[src/rtl/cordic_sequencer_pkg.sv]
// Shared constants, mode encodings and FSM state type for the CORDIC sequencer.
package cordic_sequencer_pkg;

  localparam int unsigned FIXED_WIDTH_DEF = 16;
  localparam int unsigned FRAC_BITS_DEF   = 13;
  localparam int unsigned ITERATIONS_DEF  = 9;

  localparam logic [1:0] CIRCULAR_MODE   = 2'b00;
  localparam logic [1:0] LINEAR_MODE     = 2'b01;
  localparam logic [1:0] HYPERBOLIC_MODE = 2'b10;

  // 1/K for the circular gain, Q0.15
  localparam int unsigned GAIN_INV   = 19898;
  localparam int unsigned GAIN_SHIFT = 15;

  typedef enum logic [1:0] {
    ST_IDLE  = 2'd0,
    ST_RUN   = 2'd1,
    ST_SCALE = 2'd2,
    ST_DONE  = 2'd3
  } state_e;

  // Only circular and linear coordinate systems are implemented
  function automatic logic mode_supported(input logic [1:0] m);
    return (m == CIRCULAR_MODE) || (m == LINEAR_MODE);
  endfunction

endpackage

[src/rtl/CORDIC_iteration.sv]
// Combinational CORDIC micro-rotation: one shift-add step in circular or linear mode.
module CORDIC_iteration
  import cordic_sequencer_pkg::*;
#(
  parameter int unsigned FIXED_WIDTH = FIXED_WIDTH_DEF,
  parameter int unsigned SHIFT_W     = 4
) (
  input  logic signed [FIXED_WIDTH-1:0] x,
  input  logic signed [FIXED_WIDTH-1:0] y,
  input  logic signed [FIXED_WIDTH-1:0] z,
  input  logic signed [FIXED_WIDTH-1:0] delta_z,
  input  logic        [SHIFT_W-1:0]     shift,
  input  logic        [1:0]             mode,
  input  logic                          is_sigma_positive,
  output logic signed [FIXED_WIDTH-1:0] next_x,
  output logic signed [FIXED_WIDTH-1:0] next_y,
  output logic signed [FIXED_WIDTH-1:0] next_z
);

  logic signed [FIXED_WIDTH-1:0] x_sh;
  logic signed [FIXED_WIDTH-1:0] y_sh;

  assign x_sh = x >>> shift;
  assign y_sh = y >>> shift;

  // Rotate by +/- the step angle; linear mode leaves x untouched
  always_comb begin
    next_x = x;
    next_y = y;
    next_z = z;
    if (is_sigma_positive) begin
      next_x = x - y_sh;
      next_y = y + x_sh;
      next_z = z - delta_z;
    end else begin
      next_x = x + y_sh;
      next_y = y - x_sh;
      next_z = z + delta_z;
    end
    if (mode == LINEAR_MODE) next_x = x;
  end

endmodule

[src/rtl/cordic_sequencer_atan_lut.sv]
// Per-iteration z step: atan(2^-i) for circular, 2^-i for linear, in FRAC_BITS fixed point.
module cordic_atan_lut
  import cordic_sequencer_pkg::*;
#(
  parameter int unsigned FIXED_WIDTH = FIXED_WIDTH_DEF,
  parameter int unsigned FRAC_BITS   = FRAC_BITS_DEF,
  parameter int unsigned SHIFT_W     = 4
) (
  input  logic        [SHIFT_W-1:0]     shift,
  input  logic        [1:0]             mode,
  output logic signed [FIXED_WIDTH-1:0] delta_z_c
);

  logic [FIXED_WIDTH-1:0] pow2_step;

  // 2^-i scaled by 2^FRAC_BITS; vanishes once i passes FRAC_BITS
  always_comb begin
    pow2_step = '0;
    if (32'(shift) <= FRAC_BITS) pow2_step = FIXED_WIDTH'(1) << (FRAC_BITS - 32'(shift));
  end

  // Arctangent table is rounded for Q3.13; beyond i=8 atan(2^-i) ~ 2^-i
  always_comb begin
    delta_z_c = pow2_step;
    if (mode == CIRCULAR_MODE) begin
      case (shift)
        SHIFT_W'(0): delta_z_c = FIXED_WIDTH'(6434);
        SHIFT_W'(1): delta_z_c = FIXED_WIDTH'(3798);
        SHIFT_W'(2): delta_z_c = FIXED_WIDTH'(2007);
        SHIFT_W'(3): delta_z_c = FIXED_WIDTH'(1019);
        SHIFT_W'(4): delta_z_c = FIXED_WIDTH'(511);
        SHIFT_W'(5): delta_z_c = FIXED_WIDTH'(256);
        SHIFT_W'(6): delta_z_c = FIXED_WIDTH'(128);
        SHIFT_W'(7): delta_z_c = FIXED_WIDTH'(64);
        SHIFT_W'(8): delta_z_c = FIXED_WIDTH'(32);
        default:     delta_z_c = pow2_step;
      endcase
    end
  end

endmodule

[src/rtl/cordic_sequencer.sv]
// Iterative CORDIC controller: latches operands, steps CORDIC_iteration once per clock,
// reports done/busy/err. Optional circular gain compensation under CORDIC_GAIN_COMP_EN.
module cordic_sequencer
  import cordic_sequencer_pkg::*;
#(
  parameter int unsigned FIXED_WIDTH = FIXED_WIDTH_DEF,
  parameter int unsigned ITERATIONS  = ITERATIONS_DEF,
  parameter int unsigned FRAC_BITS   = FRAC_BITS_DEF
) (
  input  logic                          clk,
  input  logic                          rst_n,
  input  logic                          start,
  input  logic        [1:0]             mode,
  input  logic                          vectoring,
  input  logic signed [FIXED_WIDTH-1:0] x_in,
  input  logic signed [FIXED_WIDTH-1:0] y_in,
  input  logic signed [FIXED_WIDTH-1:0] z_in,
  output logic                          busy,
  output logic                          done,
  output logic                          err,
  output logic signed [FIXED_WIDTH-1:0] x_out,
  output logic signed [FIXED_WIDTH-1:0] y_out,
  output logic signed [FIXED_WIDTH-1:0] z_out
);

  localparam int unsigned CNT_W = (ITERATIONS > 1) ? $clog2(ITERATIONS) : 1;
  localparam logic [CNT_W-1:0] LAST_CNT = CNT_W'(ITERATIONS - 1);

  state_e                        state;
  logic [CNT_W-1:0]              count;
  logic [1:0]                    mode_q;
  logic                          vec_q;
  logic                          sigma_pos_c;
  logic signed [FIXED_WIDTH-1:0] delta_z_c;
  logic signed [FIXED_WIDTH-1:0] next_x;
  logic signed [FIXED_WIDTH-1:0] next_y;
  logic signed [FIXED_WIDTH-1:0] next_z;

  // Vectoring drives y toward zero, rotation drives z toward zero
  assign sigma_pos_c = vec_q ? y_out[FIXED_WIDTH-1] : ~z_out[FIXED_WIDTH-1];

  cordic_atan_lut #(
    .FIXED_WIDTH (FIXED_WIDTH),
    .FRAC_BITS   (FRAC_BITS),
    .SHIFT_W     (CNT_W)
  ) u_atan_lut (
    .shift     (count),
    .mode      (mode_q),
    .delta_z_c (delta_z_c)
  );

  CORDIC_iteration #(
    .FIXED_WIDTH (FIXED_WIDTH),
    .SHIFT_W     (CNT_W)
  ) u_iteration (
    .x                 (x_out),
    .y                 (y_out),
    .z                 (z_out),
    .delta_z           (delta_z_c),
    .shift             (count),
    .mode              (mode_q),
    .is_sigma_positive (sigma_pos_c),
    .next_x            (next_x),
    .next_y            (next_y),
    .next_z            (next_z)
  );

`ifdef CORDIC_GAIN_COMP_EN
  localparam logic signed [2*FIXED_WIDTH-1:0] GAIN_INV_W = (2*FIXED_WIDTH)'(GAIN_INV);

  logic signed [2*FIXED_WIDTH-1:0] x_prod;
  logic signed [2*FIXED_WIDTH-1:0] y_prod;
  logic signed [2*FIXED_WIDTH-1:0] x_shr;
  logic signed [2*FIXED_WIDTH-1:0] y_shr;

  // Full-width product before the Q0.15 renormalising shift
  assign x_prod = (2*FIXED_WIDTH)'(x_out) * GAIN_INV_W;
  assign y_prod = (2*FIXED_WIDTH)'(y_out) * GAIN_INV_W;
  assign x_shr  = x_prod >>> GAIN_SHIFT;
  assign y_shr  = y_prod >>> GAIN_SHIFT;
`endif

  // Control FSM and working registers
  always_ff @(posedge clk) begin
    if (!rst_n) begin
      state  <= ST_IDLE;
      count  <= '0;
      mode_q <= CIRCULAR_MODE;
      vec_q  <= 1'b0;
      busy   <= 1'b0;
      done   <= 1'b0;
      err    <= 1'b0;
      x_out  <= '0;
      y_out  <= '0;
      z_out  <= '0;
    end else begin
      case (state)
        ST_IDLE, ST_DONE: begin
          if (start) begin
            if (mode_supported(mode)) begin
              x_out  <= x_in;
              y_out  <= y_in;
              z_out  <= z_in;
              mode_q <= mode;
              vec_q  <= vectoring;
              count  <= '0;
              busy   <= 1'b1;
              done   <= 1'b0;
              err    <= 1'b0;
              state  <= ST_RUN;
            end else begin
              busy  <= 1'b0;
              done  <= 1'b1;
              err   <= 1'b1;
              state <= ST_DONE;
            end
          end
        end
        ST_RUN: begin
          x_out <= next_x;
          y_out <= next_y;
          z_out <= next_z;
          count <= count + CNT_W'(1);
          if (count == LAST_CNT) begin
`ifdef CORDIC_GAIN_COMP_EN
            if (mode_q == CIRCULAR_MODE) begin
              state <= ST_SCALE;
            end else begin
              state <= ST_DONE;
              busy  <= 1'b0;
              done  <= 1'b1;
            end
`else
            state <= ST_DONE;
            busy  <= 1'b0;
            done  <= 1'b1;
`endif
          end
        end
`ifdef CORDIC_GAIN_COMP_EN
        ST_SCALE: begin
          x_out <= x_shr[FIXED_WIDTH-1:0];
          y_out <= y_shr[FIXED_WIDTH-1:0];
          state <= ST_DONE;
          busy  <= 1'b0;
          done  <= 1'b1;
        end
`endif
        default: state <= ST_IDLE;
      endcase
    end
  end

endmodule

[config.mk]
export PLATFORM = sky130hd
export DESIGN_NAME = cordic_sequencer
export DESIGN_NICKNAME = d
export VERILOG_FILES = /design/src/rtl/cordic_sequencer_pkg.sv /design/src/rtl/CORDIC_iteration.sv /design/src/rtl/cordic_sequencer_atan_lut.sv /design/src/rtl/cordic_sequencer.sv
export SDC_FILE = /design/constraint.sdc
export NUM_CORES = 1
export LEC_CHECK = 0
export CAP_MARGIN = 20
export CORE_MARGIN = 2
export CORE_UTILIZATION = 60
export DETAILED_ROUTE_END_ITERATION = 6
export PLACE_DENSITY = 0.95
export SKIP_CTS_REPAIR_TIMING = 1
export SYNTH_ARGS = -nofsm -noshare
export SYNTH_HDL_FRONTEND = slang
export SYNTH_SLANG_ARGS = --single-unit
export TNS_END_PERCENT = 20
[constraint.sdc]
create_clock -name clk -period 13.21 [get_ports clk]
set_input_delay 2.642 -clock clk [delete_from_list [all_inputs] [get_ports clk]]
set_output_delay 2.642 -clock clk [all_outputs]
set_load 0.03 [all_outputs]
Yosys cells after proc, flatten, opt, wreduce, memory -nomap -nowiden --
Cells that the tools add are included.
Word-level totals: logic and storage cells 84, input bits 54, output and inout bits 51, register bits after elaboration 60
Cells by class: $add $sub $neg 8, $lt $le $gt $ge 1, eq/ne operators 16, reductions and logical operators 13, bitwise logic cells 1, shift-type cells 3, muxes and demuxes 32
Operators with widths (count):
- two-way mux 16 bit | 12
- one-hot mux 16 bit (9 select lines) | 1
- one-hot mux 16 bit (2 select lines) | 3
- adder 16 bit | 3
- subtractor 16 bit | 3
- left shift 1 x 32 -> 16 bit (first input constant) | 1
- >>> shifter 16 x 4 -> 16 bit | 2
- == test 4 x 3 -> 1 bit (second input constant) | 4
- AND reduction 3 bit | 3
- == test 4 x 2 -> 1 bit (second input constant) | 2
- two-way mux 4 bit | 2
- != test 2 bit (second input constant) | 4
- one-hot mux 4 bit (2 select lines) | 1
- two-way mux 1 bit | 7
- == test 2 x 1 -> 1 bit (second input constant) | 3
- zero test 2 bit | 3
- two-way mux 2 bit | 3
- subtractor 4 x 4 -> 5 bit (first input constant) | 1
- adder 4 x 1 -> 4 bit (second input constant) | 1
- == test 4 x 1 -> 1 bit (second input constant) | 1
- == test 4 bit (second input constant) | 1
- less-or-equal comparator 4 bit (second input constant) | 1
- zero test 4 bit | 1
- one-hot mux 1 bit (2 select lines) | 2
- other kinds (8) | 9

Depth between registers and ports, before layout --
Gate-level depths: netlist of run 1.
word-level depth 8, mapped depth 26, gate-level depth less buffers 21

Hierarchy --
Synthesis of run 1 repeated with hierarchy kept, for this count alone.
Unflattened totals: cells, all modules 958, area total of the unflattened synthesis 8032.7 µm²
Modules (own cells, without submodules):
- CORDIC_iteration | cells an instance 594, sequential area each 0.0 µm², instances 1, area each 4506.8 µm²
- cordic_sequencer | cells an instance 296, sequential area each 1201.2 µm², instances 1, area each 3090.5 µm²
- cordic_atan_lut | cells an instance 68, sequential area each 0.0 µm², instances 1, area each 435.4 µm²

Worst setup path after synthesis of run 1 --
OpenSTA, ideal clock, no wires.
path type reg-to-reg, start point reg count[1], end point reg z_out[15], buffers on the path 5, cell stages (with the launch flop) 27, slack 7.309 ns, setup time 0.101 ns, arrival time 5.800 ns, cells stage by stage dfxtp_1 -> buf_2 -> buf_2 -> buf_2 -> inv_1 -> ha_1 -> buf_2 -> nand2b_1 -> a2111o_1 -> clkbuf_1 -> or4_1 -> o31ai_1 -> inv_1 -> ha_1 -> and3_1 -> nand3_1 -> nand2_1 -> xor2_1 -> ha_1 -> or3_1 -> nor3_1 -> a21oi_1 -> a211o_1 -> a2111oi_0 -> nor3b_1 -> mux2_2 -> o41ai_1
Between the ends: word-level cells in the longest chain between the ends 8
RTL lines:
- from (decl) | line cordic_sequencer.sv:30 | logic [CNT_W-1:0] count;
- from (signal assigned) | line cordic_sequencer.sv:123 | count <= count + CNT_W'(1);
- subtractor 4 x 4 -> 5 bit | line cordic_sequencer_atan_lut.sv:19 | if (32'(shift) <= FRAC_BITS) pow2_step = FIXED_WIDTH'(1) << (FRAC_BITS - 32'(shift));
- left shift 1 x 32 -> 16 bit | line cordic_sequencer_atan_lut.sv:19
- two-way mux 16 bit | line cordic_sequencer_atan_lut.sv:19
- one-hot mux 16 bit (9 select lines) | line cordic_sequencer_atan_lut.sv:26 | case (shift)
- two-way mux 16 bit * | line cordic_sequencer_atan_lut.sv:25 | if (mode == CIRCULAR_MODE) begin
- adder 16 bit / subtractor 16 bit (equally long branches) | line CORDIC_iteration.sv:38, CORDIC_iteration.sv:34
- two-way mux 16 bit * | line CORDIC_iteration.sv:31 | if (is_sigma_positive) begin
- one-hot mux 16 bit (2 select lines) * | line cordic_sequencer.sv:97 | case (state)
- to (signal assigned) | line cordic_sequencer.sv:103 | z_out <= z_in;
- to (signal assigned) | line cordic_sequencer.sv:122 | z_out <= next_z;
- to (decl) | line cordic_sequencer.sv:23 | output logic signed [FIXED_WIDTH-1:0] z_out
Every way passes the cells marked *; elsewhere a longest branch is shown, timed or not. A chain may end at the register's enable or synchronous reset.

Worst setup path after layout of run 1 --
start point reg count[0], end point reg z_out[15]
Same word-level chain as after synthesis.

==> results of run 1 <==
per-layer routing:
metal	routed length, µm	global-route usage (%)	vias up	share of wire (%)
li1	-	-	3866	-
met1	10340	47.28	3773	45
met2	10260	53.68	429	44
met3	1900	6.282	53	8.2
met4	629	13.10	0	2.7
met5	0	0	-	0
power by group through the flow:
stage | clock (mW) | combinational [mW] | sequential (mW)
6_report | 0.246 | 2.30 | 0.375
5_1_grt | 0.259 | 2.53 | 0.383
4_1_cts | 0.246 | 2.26 | 0.370
3_5_place_dp | 0 | 2.24 | 0.373
3_3_place_gp | 0 | 2.18 | 0.370
2_1_floorplan | 0 | 1.63 | 0.449
worst paths after layout:
path / end / slack [ns]
setup / recovery: z_out[15] / 7.32
setup reg to reg: z_out[15] / 7.32
hold reg to reg: z_out[3] / 0.48
hold / removal: z_out[3] / 0.48
synth_stat cells, drive strengths merged, types with 5 or more instances:
cell type | instances | area, µm²
xor2 | 24 | 210.2
o31ai | 12 | 90.09
a41oi | 5 | 43.79
nor2 | 100 | 375.4
o21a | 12 | 90.09
nand3 | 20 | 100.1
mux2i | 36 | 360.4
o211ai | 5 | 37.54
a22oi | 8 | 60.06
dfxtp | 60 | 1201
o31a | 7 | 61.31
o21ai | 58 | 290.3
nand2 | 73 | 274.0
o21bai | 5 | 37.54
nor4 | 5 | 31.28
a211oi | 22 | 165.2
or2 | 6 | 37.54
nor2b | 13 | 81.33
clkbuf | 43 | 161.4
nand4 | 5 | 31.28
and2 | 11 | 68.82
and3 | 9 | 56.30
mux2 | 8 | 90.09
buf | 20 | 101.3
a31oi | 21 | 131.4
mux4 | 27 | 630.6
nor3 | 24 | 131.4
xnor2 | 47 | 411.6
a21oi | 108 | 540.5
inv | 27 | 101.4
or3 | 13 | 86.33
a21o | 17 | 127.6
nand2b | 11 | 68.82
ha | 58 | 725.7
sequential cells by signal (all words and copies together), names as in the netlist:
signal	cells
z_out	16
state	2
busy	1
done	1
err	1
vec_q	1
y_out	16
count	4
x_out	16
mode_q	2
cell type report:
class | count | area [µm²] | area share [%]
multi-input cells | 838 | 6113 | 67.18
flip-flops and latches | 60 | 1204 | 13.23
repair buffers | 119 | 1159 | 12.73
clock buffers | 9 | 225.2 | 2.475
well taps | 172 | 215.2 | 2.365
inverters | 29 | 108.9 | 1.196
clock inverters | 7 | 75.07 | 0.8250
layout by cell type (no fill, tap or decap), drive strengths merged, types with 29 or more instances in the layout:
cell / synthesis / routed
inv: 27 / 29
nand2: 73 / 73
xnor2: 47 / 47
clkdlybuf4s50: 0 / 104
mux2i: 36 / 36
a21oi: 108 / 108
ha: 58 / 58
nor2: 100 / 100
o21ai: 58 / 58
dfxtp: 60 / 60
critical path: cells and delay by family (launching register included):
family                     cells  cell delay (ns)
and+or+nand+nor                8             1.77
DFF                            1             0.41
adders and majority gates      3             0.81
muxes                          1             0.27
xor gates and xnor gates       1             0.18
AOI/OAI and AO/OA              6             1.83
buffers and inverters          3             0.52
logic make-up (layout without fill, tap and decap cells):
| kind of cell | count (synthesis) | in the layout |
|---|---|---|
| compound gates | 330 | 330 |
| xor+xnor | 71 | 71 |
| fa+ha+maj | 61 | 61 |
| buf+inv | 92 | 164 |
| flops | 60 | 60 |
| mux | 71 | 71 |
| simple gates | 305 | 305 |
per-stage QoR:
stage	total power, mW	instances	utilization, %	cell area (µm²)	hold slack (ns)
6_report	2.917	1234	72.40	9100	0.4816
4_1_cts	2.873	1233	72.30	9087	0.4816
3_3_place_gp	2.547	1217	69.92	8787	0.4512
5_1_grt	3.172	1234	72.40	9100	0.5022
3_5_place_dp	2.608	1217	69.92	8787	0.4714
2_1_floorplan	2.083	990	-	7666	0.4486
==> metrics.csv, run 1 <==
metric,value,unit
vias in the first global route,7465,
mapped cell area,0.007666,mm²
first-pass detailed-route iteration total,7,
clk sink count,60,
crit path max-delay cell type,a2111o_1,
total of max-cap violations,0,
number of enable-type register cells in the synthesized netlist,0,
total I/O pin count,105,
Post-Synth XOR/XNOR Area,8.112,%
Pins Over Slew Limit,0,
antenna diode count,0,
path depth of the worst reg2reg path,22,
global-route wire length before repair,37250,µm
die boundary height,117.0,µm
fmax,169.8,MHz
buffers added on ports,104,
DPL Wire Length,16710,µm
routability cong.,1.009,
effective utilization at floorplan,61.00,%
number of failing setup endpoints in the final timing report,0,
main flop type after synthesis,dfxtp_1,
vias after detailed routing,8121,
final cycle utilization of the critical path,44.58,%
power density over cell area,320.6,mW/mm²
share of synthesized area spent on multiplexers,14.10,%
share of synthesized flip-flops with an asynchronous set or reset,0,%
count of final hold-check violations,0,
fraction of power spent switching nets,52.41,%
Crit path top cell by count,ha_1,
die outline width,117.0,µm
Max IR drop VDD,0.1940,mV
clock buffer count from CTS,9,
number of antenna violations at the first check in global routing,0,
total routing usage reported by global routing,34.32,%
area enclosed by the die boundary,0.01370,mm²
sort of element at the end of the critical path,flip-flop,
fill cell total of the finished layout,980,
worst max-slew margin expressed relative to the limit,37.66,%
compound-gate portion of the synthesized area,27.93,%
synthesis-stage register bit count,60,
setup clock skew after layout,0.009844,ns
relative area change from synthesis to final layout,18.70,%
count of H-tree levels built during CTS,3,
total leakage power,3.604,nW
number of instances in the synthesized netlist,990,
clock tree from TritonCTS,built,
arrival time at the worst endpoint,6.14,ns
Routed WL per cell,18.74,µm
post-DR vias/cell,6.581,
cell at the root of the clock tree,clkbuf_16,
Worst R2R Start,count[0],
placement row count,41,
count of different cell masters after synthesis,76,
sequential fraction of the synthesis area,15.67,%
mean instance size in the synthesized netlist,7.744,µm²
Critical Path RT,13.46,ns
first-iteration detailed-routing DRC count,888,
clock network latency to the later pin of the worst-skew pair,0.35,ns
total congestion overflow,0,
clock network fraction of total power,8.4,%
worst setup path startpoint,count[0],
number of nets with antenna violations after detailed routing,0,
CP max stage delay,0.59,ns
maximum fanout along the worst path,16,
maximum number of pins on one net before global-route repair,53,
total core area,0.01257,mm²
series of cell instances along the critical path,inv_1 -> ha_1 -> nand2b_1 -> a2111o_1 -> or4_1 -> o31ai_1 -> inv_1 -> ha_1 -> and3_1 -> nand3_1 -> nand2_1 -> xor2_1 -> ha_1 -> or3_1 -> nor3_1 -> a21oi_1 -> a211o_1 -> a2111oi_0 -> dlymetal6s2s_1 -> nor3b_1 -> mux2_2 -> o41ai_1,
Post-Place Setup Slack,7.057,ns
combinational group share of total power,78.7,%
# DRC,1,
post-route worst setup slack,7.321,ns
share of cells above drive strength 1,7.250,%
beginning of the worst hold path,z_out[3],
Syn Nets,1105,
reported net switching power,1.529,mW
fraction of power consumed by sequential logic,12.9,%
Hold/Removal Path Class,reg2reg,
DRT Wirelength,23130,µm
warning count from the yosys run,0,
"post-synthesis share of cell area spent on full adders, half adders and majority gates",10.25,%
clk slew on worst S/H paths,0.06,ns
"area fraction in and, or, nand and nor cells after synthesis",19.10,%
Startpoint Class,flip-flop,
status,"finished, violations left",
combinational family with the most area after synthesis,compound AO/OA/AOI/OAI gates,
Clock Path Buffers,2,
hold path cells,2,
violations in the final reports,design-rule violations,
Internal Power,1.388,mW
number of nets in the layout,1172,
setup repair after global routing missed its margin,false,
pin slew with the least headroom to its limit,0.9115,ns
crit path time final,5.889,ns
Setup Total Neg Slack,0,ns
kind of critical path,reg2reg,
No activity file was read; power rests on OpenSTA's default activity.
==> run 2, diff against run 1 <==
- CORE_UTILIZATION: 60 -> 57
- PLACE_DENSITY: 0.95 -> 0.94
- clock period: 13.21 -> 5.8 ns (I/O delays scaled with it)
==> run 2 against run 1 <==
Against the previous run: the run now ends clean; power grew 130%; first-iteration DRC count grew 20%; cell count grew 0.81%; routed wire length grew 2.2%; clock skew shrank 0.0027 ns.
==> metrics.csv, run 2 (same netlist as run 1, synthesis figures left out) <==
metric,value,unit,change
Routed WL per cell,19.00,µm,+1.4%
Post-Route Utilization,69.57,%,-2.8 points
maximum fanout along the worst path,44,,+28
post-route worst setup slack,0.3916,ns,-6.930 ns
design area,0.009176,mm²,+0.84%
Critical Path RT,6.01,ns,-7.45 ns
antenna diode count,0,,unchanged
Hold WS,0.4703,ns,-0.01129 ns
Final Instance Count excl. Fillers,1244,,+0.81%
reported net switching power,3.525,mW,+130%
# DRC,0,,-1
Clock Path Buffers,2,,unchanged
clock buffer count from CTS,9,,unchanged
power density over cell area,731.4,mW/mm²,+130%
global-route wire length before repair,37880,µm,+1.7%
clk slew on worst S/H paths,0.05,ns,about the same
vias in the first global route,7520,,+0.74%
number of failing setup endpoints in the final timing report,0,,unchanged
maximum number of pins on one net before global-route repair,53,,unchanged
Pins Over Slew Limit,0,,unchanged
count of final hold-check violations,0,,unchanged
post-DR vias/cell,6.653,,+1.1%
first-pass detailed-route iteration total,6,,-1
setup repair after global routing missed its margin,false,,
area enclosed by the die boundary,0.01439,mm²,+5.1%
largest registers in the final layout,"x_out x16, y_out x16, z_out x16",,
series of cell instances along the critical path,buf_4 -> mux4_1 -> mux4_2 -> or3_4 -> o31a_1 -> xor2_1 -> ha_1 -> and2_1 -> a31o_2 -> a311o_1 -> o31ai_1 -> o21ai_0 -> nand3b_1 -> a41oi_1,,
status,"finished, final reports clean",,
clock tree from TritonCTS,built,,
number of nets with antenna violations after detailed routing,0,,unchanged
Placement Cell Area,0.008846,mm²,+0.67%
setup clock skew after layout,0.007163,ns,-0.002681 ns
combinational group share of total power,79.4,%,+0.7 points
sort of element at the end of the critical path,flip-flop,,
cell at the root of the clock tree,clkbuf_16,,
first-iteration detailed-routing DRC count,1063,,+20%
buffers added on ports,104,,unchanged
count of H-tree levels built during CTS,3,,unchanged
relative area change from synthesis to final layout,19.70,%,
DRT Wirelength,23640,µm,+2.2%
arrival time at the worst endpoint,5.61,ns,-0.53 ns
crit path time final,5.408,ns,-0.4803 ns
pin slew with the least headroom to its limit,0.7741,ns,-0.1374 ns
fraction of power consumed by sequential logic,12.6,%,-0.3 points
total core area,0.01319,mm²,+4.9%
DPL Wire Length,16920,µm,+1.2%
Post-Place Setup Slack,0.2190,ns,-6.838 ns
power consumption,6.711,mW,+130%
total congestion overflow,0,,unchanged
die outline width,120.0,µm,+2.5%
vias after detailed routing,8276,,+1.9%
worst max-slew margin expressed relative to the limit,48.39,%,+11 points
Setup Total Neg Slack,0,ns,unchanged
"commonest non-fill, non-tap cell in the layout",a21oi_1,,
Internal Power,3.186,mW,+130%
fmax,184.9,MHz,+8.9%
total leakage power,3.635,nW,+0.85%
number of antenna violations at the first check in global routing,0,,unchanged
clk sink count,60,,unchanged
total I/O pin count,105,,unchanged
total routing usage reported by global routing,32.40,%,-1.9 points
die boundary height,120.0,µm,+2.5%
effective utilization at floorplan,58.12,%,-2.9 points
# placed instances,1228,,+0.90%
number of nets in the layout,1178,,+0.51%
kind of critical path,reg2reg,,
clock network fraction of total power,8.0,%,-0.4 points
routability cong.,0.9933,,-1.6%
Startpoint Class,flip-flop,,
placement row count,42,,+2.4%
crit path max-delay cell type,mux4_1,,
clock network latency to the later pin of the worst-skew pair,0.35,ns,about the same
CP max stage delay,0.74,ns,+0.15 ns
share of cells above drive strength 1,8.427,%,+1.2 points
total of max-cap violations,0,,unchanged
Max IR drop VDD,0.3953,mV,+100%
Hold/Removal Path Class,reg2reg,,
"commonest cells after routing, fill and taps aside","a21oi_1, clkdlybuf4s50_1, nor2_1, nand2_1",,
fraction of power spent switching nets,52.52,%,+0.11 points
final cycle utilization of the critical path,93.25,%,+49 points
run 2: path summary, 6_finish.rpt:
check | from | endpoint | slack (ns) | cells past startpoint
worst max-delay path | count[0] | x_out[13] | 0.39 | 14
worst min-delay path | err | err | 0.47 | 2
worst max register to register | count[0] | x_out[13] | 0.39 | 14
worst min register to register | err | err | 0.47 | 2
run 2: worst max-delay path: cells and delay by family, from the launching register on:
kind	cells	cell delay, ns
compound gates	6	1.76
mux	2	1.27
simple gates	3	0.75
buf+inv	1	0.52
flops	1	0.38
fa+ha+maj	1	0.36
xor+xnor	1	0.20
run 2: power by group through the flow:
stage                     sequential, mW  clock [mW]  combinational (mW)
after floorplan                     1.02           0                3.72
after detailed placement           0.836           0                5.15
final                              0.844       0.537                5.33
after global routing               0.865       0.563                5.78
after global placement             0.827           0                5.01
after CTS                          0.831       0.542                5.21
run 2: layer usage:
layer,global-route usage (%),wire length [µm]
met1,44.79,10280
met2,49.79,10360
met3,5.751,2333
met4,13.46,667
met5,0,0
run 2: layout make-up:
cell class / instances / area (µm²)
Clock inverter: 5 / 52.55
Fill cell: 1037 / 4014
Multi-Input combinational cell: 838 / 6155
Clock buffer: 11 / 232.7
Tap cell: 176 / 220.2
Inverter: 29 / 112.6
Timing Repair Buffer: 125 / 1199
Sequential cell: 60 / 1205
==> run 3, diff against run 2 <==
- SKIP_LAST_GASP: not set -> 1
==> run 3 against run 2 <==
Against the previous run: sequential power about the same; setup slack got worse by 0.051 ns; register-to-register slack got worse by 0.05 ns; via count increased by 0.11%; routed wire length about the same; critical endpoint is now z_out[15]; largest cell class unchanged; largest power group unchanged.
==> metrics.csv, run 3 (same netlist as run 1, synthesis figures left out) <==
metric,value,unit,change
post-DR vias/cell,6.660,,+0.11%
pin slew with the least headroom to its limit,0.7188,ns,-0.05534 ns
share of cells above drive strength 1,8.240,%,-0.19 points
Hold/Removal Path Class,reg2reg,,
fmax,183.2,MHz,-0.93%
GR met1 Demand/Resource,44.79,%,unchanged
Max IR drop VDD,0.3938,mV,-0.40%
power density over cell area,731.0,mW/mm²,about the same
count of H-tree levels built during CTS,3,,unchanged
maximum fanout along the worst path,10,,-77%
CP max stage delay,0.56,ns,-0.18 ns
combinational group share of total power,79.4,%,about the same
global-route wire length before repair,37880,µm,unchanged
maximum number of pins on one net before global-route repair,53,,unchanged
fraction of power spent switching nets,52.50,%,about the same
busiest layer in global routing,met2,,
setup repair after global routing missed its margin,true,,
"commonest non-fill, non-tap cell in the layout",a21oi_1,,
sort of element at the end of the critical path,flip-flop,,
routability cong.,0.9933,,unchanged
hold path cells,2,,unchanged
count of final hold-check violations,0,,unchanged
beginning of the worst hold path,err,,
effective utilization at floorplan,58.12,%,unchanged
Startpoint Class,flip-flop,,
placement row count,42,,unchanged
worst reg2reg path endpoint,z_out[15],,
largest registers in the final layout,"x_out x16, y_out x16, z_out x16",,
clock buffer count from CTS,9,,unchanged
total routing usage reported by global routing,32.40,%,unchanged
first-pass detailed-route iteration total,6,,unchanged
clock network fraction of total power,8.0,%,about the same
cell at the root of the clock tree,clkbuf_16,,
area enclosed by the die boundary,0.01439,mm²,unchanged
Pins Over Slew Limit,0,,unchanged
DPL Wire Length,16920,µm,unchanged
fill cell total of the finished layout,1048,,+1.1%
Internal Power,3.180,mW,-0.19%
Setup Total Neg Slack,0,ns,unchanged
number of nets in the layout,1178,,unchanged
vias after detailed routing,8285,,+0.11%
crit path time final,5.459,ns,+0.05069 ns
DRT Wirelength,23640,µm,about the same
number of failing setup endpoints in the final timing report,0,,unchanged
total congestion overflow,0,,unchanged
post-route worst setup slack,0.3409,ns,-0.05070 ns
crit path max-delay cell type,or4_1,,
M2 GR Usage,49.79,%,unchanged
slack of the worst reg-to-reg path,0.34,ns,-0.05 ns
Post-Place Setup Slack,0.2190,ns,unchanged
hold-critical path endpoint,err,,
antenna diode count,0,,unchanged
# DRC,0,,unchanged
total core area,0.01319,mm²,unchanged
die boundary height,120.0,µm,unchanged
arrival time at the worst endpoint,5.71,ns,+0.10 ns
clk slew on worst S/H paths,0.05,ns,about the same
clk sink count,60,,unchanged
status,"finished, final reports clean",,
clock network latency to the later pin of the worst-skew pair,0.35,ns,about the same
total leakage power,3.633,nW,about the same
clock tree from TritonCTS,built,,
final cycle utilization of the critical path,94.12,%,+0.87 points
buffers added on ports,104,,unchanged
number of antenna violations at the first check in global routing,0,,unchanged
first-iteration detailed-routing DRC count,1132,,+6.5%
Critical Path RT,6.05,ns,+0.04 ns
kind of critical path,reg2reg,,
"commonest cells after routing, fill and taps aside","a21oi_1, clkdlybuf4s50_1, nor2_1, nand2_1",,
die outline width,120.0,µm,unchanged
relative area change from synthesis to final layout,19.47,%,
Routed WL per cell,19.00,µm,about the same
fraction of power consumed by sequential logic,12.6,%,about the same
worst max-slew margin expressed relative to the limit,52.08,%,+3.7 points
setup clock skew after layout,0.006430,ns,-0.0007332 ns
number of nets with antenna violations after detailed routing,0,,unchanged
Clock Path Buffers,2,,unchanged
Worst R2R Start,count[0],,
total of max-cap violations,0,,unchanged
GR met3 Demand/Resource,5.751,%,unchanged
series of cell instances along the critical path,inv_1 -> ha_4 -> nand2b_1 -> a2111o_1 -> or4_1 -> o31ai_2 -> inv_1 -> ha_1 -> and3_1 -> nand3_1 -> nand2_1 -> xor2_1 -> ha_1 -> or3_1 -> nor3_1 -> a21oi_1 -> a211o_1 -> a2111oi_1 -> buf_4 -> nor3b_1 -> mux2_2 -> o41ai_1,,
worst setup path startpoint,count[0],,
total I/O pin count,105,,unchanged
path depth of the worst reg2reg path,22,,+8
vias in the first global route,7520,,unchanged
reported net switching power,3.515,mW,-0.27%
-- run 3: changes by cell type in the layout (fill, tap and decap cells not counted) --
cell	change
nor4_4	-1
a2111oi_2	-1
inv_1	+1
nor4_2	+1
clkinvlp_4	-1
a2111oi_1	+1
-- run 3: metal layers --
layer	vias up	wire, µm
met5	-	0
met4	0	651
met3	62	2330
met2	501	10400
met1	3855	10260
li1	3867	-
-- run 3: stage by stage --
| stage | instances | total power [mW] | util (%) | hold WS [ns] | instance area [µm²] |
|---|---|---|---|---|---|
| floorplan | 990 | 4.747 | - | 0.4486 | 7667 |
| global placement | 1228 | 5.837 | 67.07 | 0.4577 | 8846 |
| CTS | 1244 | 6.588 | 69.23 | 0.4726 | 9131 |
| finish | 1244 | 6.695 | 69.44 | 0.4703 | 9159 |
| global route | 1244 | 7.198 | 69.44 | 0.5041 | 9159 |
| detailed placement | 1228 | 5.987 | 67.07 | 0.4653 | 8846 |
-- run 3: critical path, delay by kind of cell (launching register included) --
family,cells,cell delay (ns)
xor gates and xnor gates,1,0.19
DFF,1,0.34
and+or+nand+nor,8,1.70
adders and majority gates,3,0.68
AOI/OAI and AO/OA,6,1.68
muxes,1,0.27
buffers and inverters,3,0.50
-- run 3: cell type report --
class                           count  area (µm²)  share of cell area [%]
Tap cell                          176       220.2                   2.404
Multi-Input combinational cell    838        6141                   67.05
Sequential cell                    60        1205                   13.16
Inverter                           29       108.9                   1.189
Timing Repair Buffer              125        1199                   13.09
Clock buffer                       11       232.7                   2.541
Clock inverter                      5       52.55                  0.5738
-- run 3: how the worst max path moves through the flow --
stage / to / slack, ns / cells after the start
detailed placement: z_out[15] / 0.22 / 22
floorplan: z_out[15] / 0.03 / 26
finish: z_out[15] / 0.34 / 22
global placement: z_out[15] / 0.36 / 22
CTS: z_out[15] / 0.15 / 22
global route: z_out[15] / -0.06 / 22
-- run 3: power groups by stage --
stage                     clock network, mW  registers (mW)  logic, mW
after floorplan                           0            1.02       3.72
after global placement                    0           0.827       5.01
after detailed placement                  0           0.836       5.15
after CTS                             0.542           0.831       5.21
after global routing                  0.563           0.865       5.77
final                                 0.538           0.842       5.32
